==> config.mk <==
export PLATFORM = sky130hd
export DESIGN_NAME = viterbi_codec
export DESIGN_NICKNAME = d
export VERILOG_FILES = /design/src/rtl/viterbi_codec.sv
export SDC_FILE = /design/constraint.sdc
export NUM_CORES = 1
export LEC_CHECK = 0
export BUFFER_PORTS_ARGS = -buffer_cell sky130_fd_sc_hd__buf_4
export CAP_MARGIN = 5
export CORE_UTILIZATION = 23
export CTS_BUF_LIST = sky130_fd_sc_hd__clkbuf_4 sky130_fd_sc_hd__clkbuf_8 sky130_fd_sc_hd__clkbuf_16
export DETAILED_ROUTE_END_ITERATION = 12
export PLACE_DENSITY_LB_ADDON = 0.08
export SLEW_MARGIN = 40
export SYNTH_ARGS = -nofsm -noshare
export SYNTH_HDL_FRONTEND = slang
export SYNTH_SLANG_ARGS = --single-unit
==> constraint.sdc <==
create_clock -name clk -period 17.1 [get_ports clk]
set_input_delay 4.275 -clock clk [delete_from_list [all_inputs] [get_ports clk]]
set_output_delay 4.275 -clock clk [all_outputs]
set_load 0.05 [all_outputs]
==> src/rtl/viterbi_codec.sv <==
// Rate-1/2 K=3 (7,5) convolutional encoder plus 4-state hard-decision register-exchange Viterbi decoder.
// Optional macro VITERBI_ERR_CNT_EN adds dec_err_cnt_o (accumulated best-path error weight).
module viterbi_codec #(
   parameter int TB_DEPTH = 16,
   parameter int PM_W     = 6
) (
   input  logic       clk,
   input  logic       rst,
   input  logic       enc_enable_i,
   input  logic       enc_d_i,
   output logic       enc_valid_o,
   output logic [1:0] enc_d_o,
   input  logic       dec_enable_i,
   input  logic [1:0] dec_d_i,
   output logic       dec_valid_o,
   output logic       dec_d_o
`ifdef VITERBI_ERR_CNT_EN
   ,
   output logic [15:0] dec_err_cnt_o
`endif
);

   localparam int WW = $clog2(TB_DEPTH);
   localparam logic [WW-1:0]   WARM_MAX = WW'(TB_DEPTH - 1);
   localparam logic [PM_W-1:0] PM_MAX   = '1;
   localparam int PM_INIT_I = (((1 << PM_W) - 1) < 16) ? ((1 << PM_W) - 1) : 16;
   localparam logic [PM_W-1:0] PM_INIT  = PM_INIT_I[PM_W-1:0];

   // ---------------- encoder ----------------
   logic [1:0] enc_s_q, enc_s_d;
   logic [1:0] enc_sym_q, enc_sym_d;
   logic       enc_vld_q;

   always_comb begin
      enc_s_d   = enc_s_q;
      enc_sym_d = enc_sym_q;
      if (enc_enable_i) begin
         enc_sym_d = {enc_d_i ^ enc_s_q[1] ^ enc_s_q[0], enc_d_i ^ enc_s_q[0]};
         enc_s_d   = {enc_d_i, enc_s_q[1]};
      end
   end

   always_ff @(posedge clk) begin
      if (rst) begin
         enc_s_q   <= '0;
         enc_sym_q <= '0;
         enc_vld_q <= 1'b0;
      end else begin
         enc_s_q   <= enc_s_d;
         enc_sym_q <= enc_sym_d;
         enc_vld_q <= enc_enable_i;
      end
   end

   assign enc_d_o     = enc_sym_q;
   assign enc_valid_o = enc_vld_q;

   // ---------------- decoder ----------------
   logic [3:0][PM_W-1:0]     pm_q, pm_d, pm_raw;
   logic [3:0][TB_DEPTH-1:0] surv_q, surv_d;
   logic [WW-1:0]            warm_q;
   logic                     dec_d_q, dec_vld_q;
   logic [PM_W-1:0]          pm_min;
   logic [1:0]               best;

   function automatic logic [1:0] hdist(input logic [1:0] x);
      return {1'b0, x[1]} + {1'b0, x[0]};
   endfunction

   function automatic logic [PM_W-1:0] sat_add(input logic [PM_W-1:0] pm, input logic [1:0] bm);
      logic [PM_W:0] s;
      s = {1'b0, pm} + (PM_W+1)'(bm);
      return s[PM_W] ? PM_MAX : s[PM_W-1:0];
   endfunction

   // Next state n = {d,a}; predecessors {a,0} and {a,1}; ties favour {a,0}.
   always_comb begin
      logic [PM_W-1:0] c0, c1;
      logic            d, a;
      pm_raw = '0;
      surv_d = '0;
      pm_d   = '0;
      pm_min = '0;
      best   = 2'd0;
      c0     = '0;
      c1     = '0;
      d      = 1'b0;
      a      = 1'b0;
      for (int n = 0; n < 4; n++) begin
         d  = n[1];
         a  = n[0];
         c0 = sat_add(pm_q[{a, 1'b0}], hdist(dec_d_i ^ {d ^ a, d}));
         c1 = sat_add(pm_q[{a, 1'b1}], hdist(dec_d_i ^ {d ^ a ^ 1'b1, ~d}));
         if (c1 < c0) begin
            pm_raw[n] = c1;
            surv_d[n] = {surv_q[{a, 1'b1}][TB_DEPTH-2:0], d};
         end else begin
            pm_raw[n] = c0;
            surv_d[n] = {surv_q[{a, 1'b0}][TB_DEPTH-2:0], d};
         end
      end
      for (int i = 1; i < 4; i++)
         if (pm_raw[i] < pm_raw[best]) best = 2'(i);
      pm_min = pm_raw[best];
      for (int i = 0; i < 4; i++)
         pm_d[i] = pm_raw[i] - pm_min;
   end

   always_ff @(posedge clk) begin
      if (rst) begin
         pm_q      <= {PM_INIT, PM_INIT, PM_INIT, {PM_W{1'b0}}};
         surv_q    <= '0;
         warm_q    <= '0;
         dec_d_q   <= 1'b0;
         dec_vld_q <= 1'b0;
      end else begin
         dec_vld_q <= dec_enable_i && (warm_q == WARM_MAX);
         if (dec_enable_i) begin
            pm_q    <= pm_d;
            surv_q  <= surv_d;
            dec_d_q <= surv_d[best][TB_DEPTH-1];
            if (warm_q != WARM_MAX) warm_q <= warm_q + 1'b1;
         end
      end
   end

   assign dec_d_o     = dec_d_q;
   assign dec_valid_o = dec_vld_q;

`ifdef VITERBI_ERR_CNT_EN
   // The normalization amount equals the error weight added to the surviving best path.
   logic [15:0] err_cnt_q;
   logic [16:0] err_sum;
   assign err_sum = {1'b0, err_cnt_q} + 17'(pm_min);

   always_ff @(posedge clk) begin
      if (rst)
         err_cnt_q <= '0;
      else if (dec_enable_i)
         err_cnt_q <= err_sum[16] ? 16'hFFFF : err_sum[15:0];
   end

   assign dec_err_cnt_o = err_cnt_q;
`endif

endmodule

# After elaboration in Yosys (flattened, before gate mapping)
# Cells that the tools add are included.
dict set report totals {
  reg_bits 95
  inputBits 7
}
dict set report op_classes {
  n_mux 27
  n_bitwise 6
  order_cmp 10
  reduce_logical 2
  eq_ne 2
  n_addsub 17
}
# op n
set ops {}
lappend ops {{$mux 6} 15}
lappend ops {{$mux 16} 5}
lappend ops {{$add 6x2->7} 8}
lappend ops {{$lt 6x6->1} 7}
lappend ops {{$bmux 6 s2} 3}
lappend ops {{$bmux 16 s2} 1}
lappend ops {{$sub 6x6->6} 4}
lappend ops {{$lt 2x3->1 const B} 3}
lappend ops {{$add 1x1->2} 4}
lappend ops {{$add 4x1->4 const B} 1}
lappend ops {{$eq 4x4->1 const B} 1}
lappend ops {{$mux 2} 2}
lappend ops {{$ne 4x4->1 const B} 1}
lappend ops {{$xor 1x1->1} 3}
lappend ops {{$not 1->1} 2}
lappend ops {{$not 2->2} 1}
lappend ops {{$reduce_and 2->1} 1}
lappend ops {{$logic_and 1x1->1} 1}
lappend ops {{$mux 1} 1}

# Depth between registers and ports, before layout
dict set report depth {
  word_depth 19
  ltp_mapped 54
  ltp_nobuf 50
}

# Least setup slack after synthesis
# No wires, ideal clock.
dict set report synth_timing {
  kind {input to register}
  from {input port dec_d_i[0]}
  to {register pm_q[5] in the netlist's numbering}
  arrival_time_ns 13.466
  setup_ns 0.138
  n_path_buf 4
  required_ns 16.962
  cell_stages 49
  slack_ns 3.496
  path_cell_list {inv_1 ha_1 inv_1 ha_1 nand2b_1 a21oi_1 nand4_1 nor3_1 a21o_1 inv_1 ha_1 a211oi_1 nand2_1 a2111o_1 and2_1 buf_2 mux2i_1 ha_1 (+13 left out) buf_6 o21ai_0 ha_1 a21o_1 a21o_1 a21oi_1 inv_1 a211o_1 o31a_1 buf_4 clkbuf_1 o21ai_0 ha_1 a21oi_1 inv_1 maj3_2 a2111oi_0 a2111oi_1}
}
dict set report synth_between {
  elab_chain_cells 19
}
# item line_no
set synth_lines {}
lappend synth_lines {{from (decl)} 14} ;# input logic [1:0] dec_d_i,
lappend synth_lines {{$not 1->1 (no line) or $not 2->2 (tied branches)} --}
lappend synth_lines {{$add 1x1->2} 67} ;# return {1'b0, x[1]} + {1'b0, x[0]};
lappend synth_lines {{$add 6x2->7} 72} ;# s = {1'b0, pm} + (PM_W+1)'(bm);
lappend synth_lines {{$mux 6} 73} ;# return s[PM_W] ? PM_MAX : s[PM_W-1:0];
lappend synth_lines {{$lt 6x6->1} 94} ;# if (c1 < c0) begin
lappend synth_lines {{$mux 6} 94}
lappend synth_lines {{$lt 6x6->1} 103} ;# if (pm_raw[i] < pm_raw[best]) best = 2'(i);
lappend synth_lines {{$mux 1} 103}
lappend synth_lines {{(+3 left out)} --}
lappend synth_lines {{$mux 2} 103}
lappend synth_lines {{$bmux 6 s2} 103}
lappend synth_lines {{$mux 6 (not written as such)} 103}
lappend synth_lines {{$lt 6x6->1} 103}
lappend synth_lines {{$mux 2} 103}
lappend synth_lines {{$bmux 6 s2} 104} ;# pm_min = pm_raw[best];
lappend synth_lines {{$mux 6 (not written as such)} 104}
lappend synth_lines {{$sub 6x6->6 *} 106} ;# pm_d[i] = pm_raw[i] - pm_min;
lappend synth_lines {{to (signal assigned)} 111} ;# pm_q <= {PM_INIT, PM_INIT, PM_INIT, {PM_W{1'b0}}};
lappend synth_lines {{to (signal assigned)} 119} ;# pm_q <= pm_d;
lappend synth_lines {{to (decl)} 59} ;# logic [3:0][PM_W-1:0] pm_q, pm_d, pm_raw;
# Every way passes the cells marked *; elsewhere a longest branch is shown, timed or not. The select of a mux whose other input is x is not followed.
# A chain may end at the register's enable or synchronous reset.

# Final worst setup path
dict set report layout_timing {
  from {input port dec_d_i[0]}
  to {register pm_q[4] in the netlist's numbering}
}
# The elaborated chain is that of the path after synthesis.

==> impl_metrics.json <==
{
  "dr.pass1.iters": 6,
  "post-route-period-util": 0.8790,
  "holdCritPathClass": "register to register",
  "skew_ps": 21.04,
  "fin_crit_ps": 15030,
  "port_buffers": 11,
  "synth_area_leaders": "dfxtp_1, ha_1, mux2i_1, a211oi_1, nor2_1",
  "grt_overflow": 0,
  "synthToLayoutAreaGrowth_pct": 10.35,
  "grt_pass1_vias": 6496,
  "dieArea_mm2": 0.03406,
  "cts_hold_buf": 0,
  "place.gp.congestion": 0.8109,
  "synth_top_area_frac": 0.2350,
  "slew_headroom": 0.4706,
  "hold_slack_ps": 470.8,
  "ys_types": 89,
  "seq_area_frac_synth": 0.2350,
  "first_iter_violations": 364,
  "wl_per_cell_um": 17.21,
  "synthCells": 942,
  "fmax_ghz": 0.06653,
  "worst_path_max_delay_cell": "o21ai_0",
  "syn_avg_cell_area_um2": 8.138,
  "drt_wl_total_mm": 23.48,
  "critPathBufInv": 10,
  "worst_ep_required_time_ps": 17350,
  "yosys_warnings": 0,
  "rrSetupSlack_ps": 6300,
  "core_area_mm2": 0.03270,
  "synth.cell_area_mm2": 0.007666,
  "layout_commonest_cell": "nor2_1",
  "dp_hpwl_mm": 17.94,
  "worstMarginPinSlew_ps": 785.8,
  "hold_viol": 0,
  "grt_max_degree": 76,
  "nNetsFinal": 993,
  "setup_viol": 0,
  "cts_resized": 0,
  "drtAntennaViolNets": 0,
  "cp_max_fo": 20,
  "status": "completed",
  "cts_tree": "built",
  "clk_pin_slew_ps": 70,
  "finalSetupTns_ps": 0,
  "vias": 6574,
  "crit_family": "compound AO/OA/AOI/OAI gates",
  "cts_max_level": 3,
  "mostFrequentLayoutCells": "nor2_1, dfxtp_1, mux2i_1",
  "syn-num-nets": 1018,
  "rsz0062_at_grt": "no",
  "antenna_found_initial": 0,
  "cts-root-buf": "clkbuf_16",
  "io_pins": 12,
  "ys_seq_elements": 90,
  "async_reset_ff_frac": 0,
  "cts_buffers": 9,
  "postCtsSetupRepairBufs": 0,
  "slew_violations": 0,
  "fp.dieW_um": 184.6,
  "cp-end-kind": "register",
  "synth_ff_type": "dfxtp_1",
  "initial_utilization": 0.2344,
  "clk_latency_ps": 370,
  "start_kind": "input port",
  "crit_arrival_ps": 15280,
  "dieHeight_um": 184.6,
  "cts.sinks": 90,
  "crit_type": "input port to register",
  "cts_buffer_depth": 2,
  "yosys.area.top_type": "dfxtp_1",
  "diodes": 0,
  "drv_cap": 0,
  "grt_pass1_wl_mm": 37.54,
  "drc": 0,
  "drive_gt1_frac": 0.09002,
  "crit_path_max_incr_delay_ps": 720,
  "grtUsageTotal": 0.1447,
  "synth-edff-count": 0,
  "rows": 66,
  "drt-vias-per-instance": 4.820
}
final timing paths:
path | from | endpoint | cells past startpoint
max reg2reg | pm_q[19] | pm_q[4] | 43
max | dec_d_i[0] | pm_q[4] | 49
min reg2reg | surv_q[48] | surv_q[48] | 2
min | surv_q[48] | surv_q[48] | 2
kinds of logic (layout without fill, tap and decap cells):
| group | Yosys count | after routing | share of synthesized area |
|---|---|---|---|
| simple gates | 278 | 278 | 0.1746 |
| buf+inv | 108 | 88 | 0.05745 |
| mux | 91 | 91 | 0.1218 |
| flops | 90 | 90 | 0.2350 |
| fa+ha+maj | 70 | 70 | 0.1141 |
| xor+xnor | 39 | 39 | 0.04456 |
| compound gates | 266 | 266 | 0.2525 |
synthesized netlist by cell type (7+ instances only):
| cell type | number |
|---|---|
| a21oi_1 | 58 |
| clkbuf_1 | 35 |
| buf_2 | 12 |
| or2_2 | 7 |
| xnor2_1 | 24 |
| dfxtp_1 | 90 |
| a211oi_1 | 61 |
| ha_1 | 69 |
| inv_1 | 51 |
| o21ai_0 | 42 |
| nor2b_1 | 10 |
| mux2_2 | 8 |
| nand2_1 | 68 |
| a31oi_1 | 10 |
| nand3_1 | 13 |
| nor3_1 | 11 |
| nand2b_1 | 17 |
| nor2_1 | 106 |
| xor2_1 | 15 |
| and2_1 | 7 |
| o21a_1 | 9 |
| a21o_1 | 16 |
| mux2i_1 | 80 |
worst register-to-register path: cells and delay by family, from the launching register on:
kind | cells | cell delay (ps)
buffers and inverters | 7 | 720
AND/OR/NAND/NOR | 9 | 1970
adder cells (fa/ha/maj) | 6 | 1760
AO/OA/AOI/OAI | 19 | 5010
multiplexers | 2 | 680
flip-flops | 1 | 550
layer usage:
metal	vias up	share of wire	track usage
li1	3360	-	-
met1	3121	0.49	0.1902
met2	71	0.46	0.2382
met3	22	0.026	0.02865
met4	0	0.018	0.04033
met5	-	0	0
per-stage QoR:
| stage | area, um2 | utilization | instances | worst slack [ps] |
|---|---|---|---|---|
| 5_1_grt | 8459 | 0.2587 | 1364 | 924.0 |
| 4_1_cts | 8459 | 0.2587 | 1364 | 2125 |
| 6_report | 8459 | 0.2587 | 1364 | 2069 |
| 2_1_floorplan | 7666 | - | 942 | 3496 |
| 3_3_place_gp | 8125 | 0.2485 | 1346 | 1729 |
| 3_5_place_dp | 8155 | 0.2494 | 1348 | 1781 |
flip-flops by register name, indices dropped and copies added (netlist names):
| name | flops |
|---|---|
| enc_d_o | 2 |
| dec_d_o | 1 |
| enc_valid_o | 1 |
| surv_q | 55 |
| warm_q | 4 |
| enc_s_q | 2 |
| dec_valid_o | 1 |
| pm_q | 24 |
cell type report:
cell class / instances / area (um2)
Inverter: 52 / 195.2
Timing Repair Buffer: 20 / 165.2
Clock buffer: 12 / 266.5
Multi-Input combinational cell: 744 / 5440
Tap cell: 442 / 553.0
Clock inverter: 4 / 37.54
Sequential cell: 90 / 1802
Fill cell: 3611 / 24240
Power is left out: the tool's default activity adds up to more than one toggle a clock period on the data nets, which glitch-free logic cannot reach.
